==> src/rtl/adc_frame_packer_if.sv <==
// adc_frame_packer_if: packed-word output stream (FWFT valid/ready) with frame-last marker
interface adc_frame_packer_if;
    logic [31:0] out_data_o;
    logic        out_valid_o;
    logic        out_ready_i;
    logic        out_last_o;
    modport master (output out_data_o, out_valid_o, out_last_o, input out_ready_i);
    modport slave  (input out_data_o, out_valid_o, out_last_o, output out_ready_i);
endinterface

==> src/rtl/adc_frame_packer.sv <==
// adc_frame_packer: packs channel-interleaved ADC samples into 32-bit words, whole frames
// into an FWFT FIFO; frames that do not fit or are broken by resync are dropped and counted.
module adc_frame_packer #(
    parameter int AdcRes    = 14,
    parameter int NumCh     = 2,
    parameter int FifoDepth = 16
) (
    input  logic              clk_i,
    input  logic              rst_n_i,
    input  logic [AdcRes-1:0] adc_data_i,
    input  logic              adc_valid_i,
    input  logic              sync_i,
    input  logic              fmt_offset_bin_i,
    input  logic              test_mode_i,
    adc_frame_packer_if.master stream,
    output logic              overflow_o,
    input  logic              ovf_clr_i,
    output logic [15:0]       drop_cnt_o
);
    localparam int W   = (NumCh + 1) / 2;
    localparam int ChW = NumCh > 1 ? $clog2(NumCh) : 1;
    localparam int WiW = W > 1 ? $clog2(W) : 1;
    localparam int AW  = $clog2(FifoDepth);

    typedef enum logic {IDLE, WRITE} state_t;
    state_t state_q, state_d;

    logic [ChW-1:0]    ch_q, ch_eff;
    logic [AdcRes-1:0] ramp_q, raw;
    logic [15:0]       slot_q [2*W];
    logic [WiW-1:0]    widx_q, widx_d;
    logic [AW:0]       cnt_q;
    logic [AW-1:0]     wp_q, rp_q;
    logic [32:0]       mem [FifoDepth];
    logic [31:0]       wr_word;
    logic              rd, wr_en, wr_last, last_word, done, go, drop_full, resync, drop_ev;
    int                free;

    assign ch_eff    = sync_i ? '0 : ch_q;
    assign raw       = test_mode_i ? ramp_q + AdcRes'(ch_eff)
                                   : adc_data_i ^ {fmt_offset_bin_i, {(AdcRes-1){1'b0}}};
    assign done      = adc_valid_i && ch_eff == ChW'(NumCh - 1);
    assign resync    = adc_valid_i && sync_i && ch_q != '0;
    assign rd        = stream.out_valid_o && stream.out_ready_i;
    // Space still owed to an in-flight frame is not free, but a read on this edge is.
    assign free      = FifoDepth - int'(cnt_q) + int'(rd) - (state_q == WRITE ? W - int'(widx_q) : 0);
    assign go        = done && free >= W;
    assign drop_full = done && free < W;
    assign drop_ev   = drop_full || resync;
    assign last_word = widx_q == WiW'(W - 1);

    always_ff @(posedge clk_i or negedge rst_n_i) begin
        if (!rst_n_i) begin
            state_q <= IDLE;
            widx_q  <= '0;
        end else begin
            state_q <= state_d;
            widx_q  <= widx_d;
        end
    end

    always_comb begin
        state_d = (state_q == IDLE || last_word) ? (go ? WRITE : IDLE) : WRITE;
        widx_d  = (state_q == WRITE && !last_word) ? widx_q + 1'b1 : '0;
    end

    always_comb begin
        wr_en   = state_q == WRITE;
        wr_word = {slot_q[{widx_q, 1'b1}], slot_q[{widx_q, 1'b0}]};
        wr_last = last_word;
    end

    always_ff @(posedge clk_i or negedge rst_n_i) begin
        if (!rst_n_i) begin
            ch_q       <= '0;
            ramp_q     <= '0;
            overflow_o <= 1'b0;
            drop_cnt_o <= '0;
            for (int i = 0; i < 2*W; i++) slot_q[i] <= '0;
        end else begin
            if (adc_valid_i) begin
                slot_q[ch_eff] <= 16'($signed(raw));
                ch_q           <= done ? '0 : ch_eff + 1'b1;
            end
            if (done) ramp_q <= ramp_q + 1'b1;
            overflow_o <= drop_full | (overflow_o & ~ovf_clr_i);
            drop_cnt_o <= ovf_clr_i ? {15'd0, drop_ev}
                        : (drop_ev && drop_cnt_o != 16'hFFFF) ? drop_cnt_o + 1'b1 : drop_cnt_o;
        end
    end

    always_ff @(posedge clk_i) if (wr_en) mem[wp_q] <= {wr_last, wr_word};

    always_ff @(posedge clk_i or negedge rst_n_i) begin
        if (!rst_n_i) begin
            wp_q  <= '0;
            rp_q  <= '0;
            cnt_q <= '0;
        end else begin
            if (wr_en) wp_q <= wp_q + 1'b1;
            if (rd) rp_q <= rp_q + 1'b1;
            cnt_q <= cnt_q + (AW+1)'(wr_en) - (AW+1)'(rd);
        end
    end

    assign stream.out_valid_o = cnt_q != '0;
    assign stream.out_data_o  = stream.out_valid_o ? mem[rp_q][31:0] : '0;
    assign stream.out_last_o  = stream.out_valid_o && mem[rp_q][32];
endmodule
==> src/flat_wrapper.sv <==
// flat-port wrapper written by rule: the top's interface ports become plain ports
module adc_frame_packer_flat 
#(
    parameter int AdcRes    = 14,
    parameter int NumCh     = 2,
    parameter int FifoDepth = 16
)
  (clk_i, rst_n_i, adc_data_i, adc_valid_i, sync_i, fmt_offset_bin_i, test_mode_i, overflow_o, ovf_clr_i, drop_cnt_o, stream_out_data_o, stream_out_valid_o, stream_out_last_o, stream_out_ready_i);
  adc_frame_packer_if stream_i ();
  input  logic clk_i;
  input  logic rst_n_i;
  input  logic [AdcRes-1:0] adc_data_i;
  input  logic adc_valid_i;
  input  logic sync_i;
  input  logic fmt_offset_bin_i;
  input  logic test_mode_i;
  output logic overflow_o;
  input  logic ovf_clr_i;
  output logic [15:0] drop_cnt_o;
  output wire logic [$bits(stream_i.out_data_o)-1:0] stream_out_data_o;
  output wire logic [$bits(stream_i.out_valid_o)-1:0] stream_out_valid_o;
  output wire logic [$bits(stream_i.out_last_o)-1:0] stream_out_last_o;
  input wire logic [$bits(stream_i.out_ready_i)-1:0] stream_out_ready_i;
  assign stream_out_data_o = stream_i.out_data_o;
  assign stream_out_valid_o = stream_i.out_valid_o;
  assign stream_out_last_o = stream_i.out_last_o;
  assign stream_i.out_ready_i = stream_out_ready_i;
  adc_frame_packer #(.AdcRes(AdcRes), .NumCh(NumCh), .FifoDepth(FifoDepth)) u_core (.clk_i(clk_i), .rst_n_i(rst_n_i), .adc_data_i(adc_data_i), .adc_valid_i(adc_valid_i), .sync_i(sync_i), .fmt_offset_bin_i(fmt_offset_bin_i), .test_mode_i(test_mode_i), .stream(stream_i), .overflow_o(overflow_o), .ovf_clr_i(ovf_clr_i), .drop_cnt_o(drop_cnt_o));
endmodule
==> config.mk <==
export PLATFORM = sky130hd
export DESIGN_NAME = adc_frame_packer_flat
export DESIGN_NICKNAME = d
export VERILOG_FILES = /design/src/rtl/adc_frame_packer_if.sv /design/src/rtl/adc_frame_packer.sv /design/src/flat_wrapper.sv
export SDC_FILE = /design/constraint.sdc
export NUM_CORES = 1
export LEC_CHECK = 0
export ABC_CLOCK_PERIOD_IN_PS = 5100
export CORE_ASPECT_RATIO = 1.25
export CORE_MARGIN = 2
export CORE_UTILIZATION = 53
export DETAILED_ROUTE_END_ITERATION = 10
export PLACE_DENSITY = 0.7
export SLEW_MARGIN = 20
export SYNTH_ARGS = -nofsm -noshare
export SYNTH_HDL_FRONTEND = slang
export SYNTH_SLANG_ARGS = --single-unit
==> constraint.sdc <==
create_clock -name clk_i -period 5.1 [get_ports clk_i]
set_input_delay 1.02 -clock clk_i [delete_from_list [all_inputs] [get_ports clk_i]]
set_output_delay 1.02 -clock clk_i [all_outputs]
set_load 0.02 [all_outputs]
# == Word-level counts from Yosys, hierarchy flattened ==
# Memory sizes are Yosys's and may differ from the RTL's.
# Index checks and enable logic that the tools add are counted.
# totals
n_memories,1
register_bits,79
ram_bits,528
rom_bits,0
latch_bits,0
out_inout_bits,51
wordCells,76
# memory_table
memory,depth,word_bits,rd,rd_clocked_by_memory_dff,wr,line_no,rtl
u_core.mem,16,33,1,0,1,adc_frame_packer.sv:34,logic [32:0] mem [FifoDepth];
# classes
n_reduce_logical,14
n_addsub,13
mux,21
n_mul,0
n_eq_ne,1
shift,0
n_lt_le_gt_ge,6
bitwise_logic,9
div,0
# ops
operator,n
$mux 16,9
$mux 32,2
$add 32x2->32,1
$bwmux 32,1
$ge 32x2->1 const B,1
$lt 32x2->1 const B,1
$sub 32x32->32,1
$add 16x1->16 const B,1
$demux 16 s1,1
$ne 16x16->1 const B,1
$add 14x1->14,1
$add 14x1->14 const B,1
$mux 14,1
$xor 14x14->14,1
$logic_and 1x1->1,10
$add 4x1->4 const B,2
$mux 1,7
$ge 3x2->1 const B,2
$not 2->3,2
$sub 5x5->6 const A,1
$add 5x1->5,1
$reduce_bool 5->1,1
$sub 5x1->5,1
$not 1->1,3
9 further kinds,11

# == Logic depth before layout (Yosys ltp) ==
# Gate-level depths: netlist of the first run.
# logic_depth
word_depth,10
ltp_mapped,21
depth_no_buf,18

# == Least setup slack after synthesis of the first run ==
# Ideal clock, no wire load.
# synth_timing
path_kind,input to register
startpoint,input stream_out_ready_i
endpoint,register u_core.drop_cnt_o[7]
slack_ns,0.753
arrival_ns,4.223
cell_stages,16
t_required_ns,4.975
setup_ns,0.125
path_buffers,2
path_cell_list,nor2b_1 clkbuf_1 inv_1 ha_1 inv_1 ha_1 a21o_1 a21oi_4 o21ai_0 fa_1 nor4bb_1 nand2_1 o311a_4 buf_6 nor4_1 mux2_2
# synth_between
elab_chain_len,8
# synth_rtl
item,line_no,rtl
"start, declared",flat_wrapper.sv:23,input wire logic [$bits(stream_i.out_ready_i)-1:0] stream_out_ready_i;
$logic_and 1x1->1,adc_frame_packer.sv:44,assign rd = stream.out_valid_o && stream.out_ready_i;
$add 32x2->32,adc_frame_packer.sv:46,assign free = FifoDepth - int'(cnt_q) + int'(rd) - (state_q == WRITE ? W - int'(widx_q) : 0);
$sub 32x32->32,adc_frame_packer.sv:46,
$lt 32x2->1,adc_frame_packer.sv:48,assign drop_full = done && free < W;
$logic_and 1x1->1,adc_frame_packer.sv:48,
$logic_or 1x1->1,adc_frame_packer.sv:49,assign drop_ev = drop_full || resync;
$logic_and 1x1->1,adc_frame_packer.sv:88,: (drop_ev && drop_cnt_o != 16'hFFFF) ? drop_cnt_o + 1'b1 : drop_cnt_o;
$reduce_bool 2->1 (no source line),n/a,
"end signal, assigned",adc_frame_packer.sv:87,"drop_cnt_o <= ovf_clr_i ? {15'd0, drop_ev}"
"end, declared",adc_frame_packer.sv:18,output logic [15:0] drop_cnt_o
# No other way between the ends.
# A chain may end at the register's enable or synchronous reset.

# == Worst setup path in the final report of the first run ==
# layout_timing
startpoint,register u_core.cnt_q[2]
endpoint,register u_core.drop_cnt_o[8]
# layout_between
elab_chain_len,9
elab_cells_between_ends,10
# layout_rtl
item,line_no,rtl
"start, declared",adc_frame_packer.sv:32,logic [AW:0] cnt_q;
"start signal, assigned",adc_frame_packer.sv:102,cnt_q <= cnt_q + (AW+1)'(wr_en) - (AW+1)'(rd);
branches (longest 2 deep; another with $sub 5x5->6),n/a,
$add 32x2->32 *,adc_frame_packer.sv:46,
$sub 32x32->32 *,adc_frame_packer.sv:46,
$lt 32x2->1 *,adc_frame_packer.sv:48,
$logic_and 1x1->1 *,adc_frame_packer.sv:48,
$logic_or 1x1->1 *,adc_frame_packer.sv:49,
$logic_and 1x1->1 *,adc_frame_packer.sv:88,
$reduce_bool 2->1 (no source line) *,n/a,
# Every way passes the cells marked *.

==> qor.csv, run 1 <==
stage;metric;value;unit
cts;root_buffer;clkbuf_16;
global_route;antenna_found_initial;0;
pwr;power_leakage;8.27;nW
critical_path;path_depth;18;
floorplan;core_region_area;40800;um^2
critical_path;rrSetupSlack;0.65;ns
critical_path;cpMaxStageDelayCell;fa_1;
timing;period_share;87.3;%
critical_path;crit_buf_inv;3;
pwr;p_int;9.64;mW
cts;cts_num_sinks;539;
timing;worstMarginPinSlew;1.10;ns
synthesis;syn_inst;1127;
finish;nNetsFinal;1267;
synthesis;yosysSeqAreaShare;72.5;%
critical_path;worstPathMaxFanout;30;
detailed_routing;finalWirelength;46.3;mm
finish;final_cells;1807;
synthesis;ys_seq_elements;539;
finish;area_growth;14.0;%
detailed_routing;drc;0;
pwr;irDropWorstVdd;490;uV
timing;slew_viol_final;0;
pwr;total_power;13.9;mW
global_route;grt_pass1_vias;11389;
floorplan;initial_core_util;53.5;%
synthesis;synthAdderAreaFrac;1.77;%
detailed_routing;wl_per_cell;25.6;um
global_route;grt_pass1_wl;70.5;mm
synthesis;synth_compound_area_share;1.94;%
critical_path;crit_path_end_kind;flip-flop;
synthesis;synthMuxAreaShare;15.9;%
timing;finalSetupViolations;0;
floorplan;fp.dieH;231;um
synthesis;syn-num-nets;1178;
timing;fin_skew;0.00891;ns
critical_path;critPathKind;flip-flop to flip-flop;
global_route;grt-ovfl-total;0;
timing;hold_viol;0;
critical_path;arrival;4.90;ns
synthesis;synth_edf_count;464;
critical_path;timing.rr.end;u_core.drop_cnt_o[8];
floorplan;num_rows;83;
placement;gp_congestion;0.765;
timing;min_period;4.45;ns
placement;placedCellCount;1717;
cts;cts.repair.resized;0;
critical_path;crit_family;adder cells;
critical_path;start_kind;flip-flop;
pwr;p_sw_share;30.8;%
detailed_routing;vias;10850;
floorplan;ioPinCount;73;
detailed_routing;via_per_inst;6.00;
pwr;clockPowerShare;25.4;%
run_status;status;finished, final reports clean;
critical_path;reg2reg_from;u_core.cnt_q[2];
timing;fmax;225;MHz
global_route;grt_usage;22.8;%
synthesis;synth_xor_area_share;1.57;%
critical_path;cpPeakStageDelay;0.46;ns
cts;ctsHoldBuffers;0;
synthesis;post_synth_num_cell_types;42;
critical_path;worstPathRequired;5.55;ns
cts;clk_pin_slew;0.06;ns
critical_path;crit_chain;inv_1 -> ha_1 -> and2_1 -> ha_1 -> nor2b_1 -> inv_1 -> ha_1 -> inv_1 -> ha_1 -> a21o_1 -> a21oi_4 -> o21ai_0 -> fa_1 -> nor4bb_1 -> nand2_1 -> o311a_4 -> nor4_1 -> mux2_2;
pwr;power_density;559;nW/um^2
cts;cts_buffers;49;
finish;nFillCells;2857;
timing;slew_headroom;27.0;%
finish;mostFrequentLayoutCells;edfxtp_1, mux4_2, clkdlybuf4s50_1, dfrtp_1, nand2_1;
placement;io_buffer_count;72;
synthesis;syn_area_per_cell;19.4;um^2
critical_path;path_common_cell;ha_1;
worst_hold_path;hp-class;input pin to async pin;
pwr;p_comb_share;32.4;%
floorplan;die-area;42800;um^2
synthesis;synthSimpleGateAreaFrac;4.54;%
detailed_routing;dr.first_iter.drc_count;1034;
synthesis;synth_top_family_by_area;multiplexers;
cts;htreeDepth;2;
critical_path;r2r.worst_path.cells;18;
finish;diodes;0;
timing;rsz0062_at_grt;false;
pwr;pwr-share-seq;42.2;%
global_route;grt_max_degree;76;
finish;drive_gt1_share;22.4;%
flow_run;cap_viol_max_count;0;
pwr;switchingPower;4.28;mW
cts;cts_buffer_depth;3;
placement;detailed_place_hpwl;26.3;mm
detailed_routing;detail-route-antenna-nets;0;
timing;tns;0;ns
synthesis;async_flop_share;13.9;%
synthesis;synthesis.area;21800;um^2
finish;final_common_cell;edfxtp_1;
synthesis;yosys_warnings;0;
cts;cts_setup_buffers;0;
cts;cts_tree;yes;
floorplan;die_w;185;um
detailed_routing;dr.pass1.iters;5;
cts;worst_skew_pair.late_latency;0.57;ns
synthesis;yosys_most_used_dff;edfxtp_1;
## sequential cells by signal, summed over array words and instances (netlist names)
| register | cells |
|---|---|
| u_core.overflow_o | 1 |
| u_core.wp_q | 4 |
| u_core.slot_q | 28 |
| u_core.rp_q | 4 |
| u_core.ramp_q | 14 |
| u_core.ch_q | 1 |
| u_core.widx_q | 1 |
| u_core.mem | 464 |
| u_core.cnt_q | 5 |
| u_core.drop_cnt_o | 16 |
| u_core.state_q | 1 |
## power groups by stage
stage                     clock network [mW]  registers, mW  logic, mW
final                                   3.54           5.88       4.50
after detailed placement                   0           5.98       4.57
after CTS                               3.59           5.89       4.59
after global routing                    3.76           5.95       4.87
after global placement                     0           5.95       4.49
after floorplan                            0           5.60       3.39
## cells in the mapped netlist (all sizes together), types with 2 or more instances
cell	n	area (um^2)
mux4	145	3270
and4	3	26.3
nor2b	5	31.3
nand2b	4	25.0
mux2	14	158
buf	25	155
fa	3	60.1
xor2	18	158
and2	34	213
ha	26	325
clkbuf	38	143
inv	28	105
nand4	13	81.3
or4	12	90.1
o31ai	13	97.6
nand2	57	214
nor2	40	150
mux2i	4	40.0
nand3	16	80.1
edfxtp	464	13900
a21oi	26	145
o22ai	2	12.5
nor3	6	30.0
and3	2	12.5
o21ai	21	105
nor4	3	18.8
xnor2	21	184
dfrtp	75	1880
## worst reg2reg max path, stage by stage, from the launching register on
cell      delay [ns]
dfrtp_1         0.39
inv_1           0.10
ha_1            0.20
and2_1          0.16
ha_1            0.21
nor2b_1         0.15
inv_1           0.06
ha_1            0.22
inv_1           0.07
ha_1            0.22
a21o_1          0.21
a21oi_4         0.17
o21ai_0         0.14
fa_1            0.46
nor4bb_1        0.28
nand2_1         0.14
o311a_4         0.45
nor4_1          0.35
mux2_2          0.37
## per-layer routing
layer  track usage, %  share of wire, %
met5                0                 0
met4             5.88               2.1
met3             2.97               6.0
met2             39.3                52
met1             31.1                40
## kinds of logic after synthesis
family	Yosys count
XOR/XNOR	39
AO/OA/AOI/OAI	68
multiplexers	163
adder cells (fa/ha/maj)	29
flip-flops	539
other	1
buffers and inverters	91
AND/OR/NAND/NOR	197
## stage by stage
stage / area, um^2 / utilization [%] / hold slack [ns] / worst slack, ns
after floorplan: 21800 / - / 0.464 / 0.753
final: 24900 / 61.0 / 0.487 / 0.650
after global placement: 23300 / 57.2 / 0.482 / 0.217
after detailed placement: 23300 / 57.2 / 0.484 / 0.141
after global routing: 24900 / 61.0 / 0.518 / 0.237
after CTS: 24900 / 61.0 / 0.493 / 0.567
## area by class of cell
type / count / area [um^2] / share of cell area, %
flip-flops and latches: 539 / 15800 / 63.6
multi-input cells: 497 / 5720 / 23.0
clock buffers: 68 / 1380 / 5.55
repair buffers: 101 / 1000 / 4.03
clock inverters: 22 / 166 / 0.669
well taps: 552 / 691 / 2.78
inverters: 28 / 105 / 0.422
## how the worst max path moves through the flow
stage                  startpoint                     to  slack [ns]
3_3_place_gp   stream_out_ready_i   u_core.drop_cnt_o[8]        0.22
6_report          u_core.cnt_q[2]   u_core.drop_cnt_o[8]        0.65
4_1_cts            u_core.rp_q[0]  stream_out_data_o[24]        0.57
5_1_grt           u_core.cnt_q[1]   u_core.drop_cnt_o[7]        0.24
2_1_floorplan  stream_out_ready_i   u_core.drop_cnt_o[7]        0.75
3_5_place_dp   stream_out_ready_i   u_core.drop_cnt_o[8]        0.14
(Power assumes the default switching activity.)
==> run 2, diff against run 1 <==
Settings changed: CTS_CLUSTER_DIAMETER set to 80.
==> results of run 2 <==
No change in the layout: final DEF, timing and power equal those of run 1.
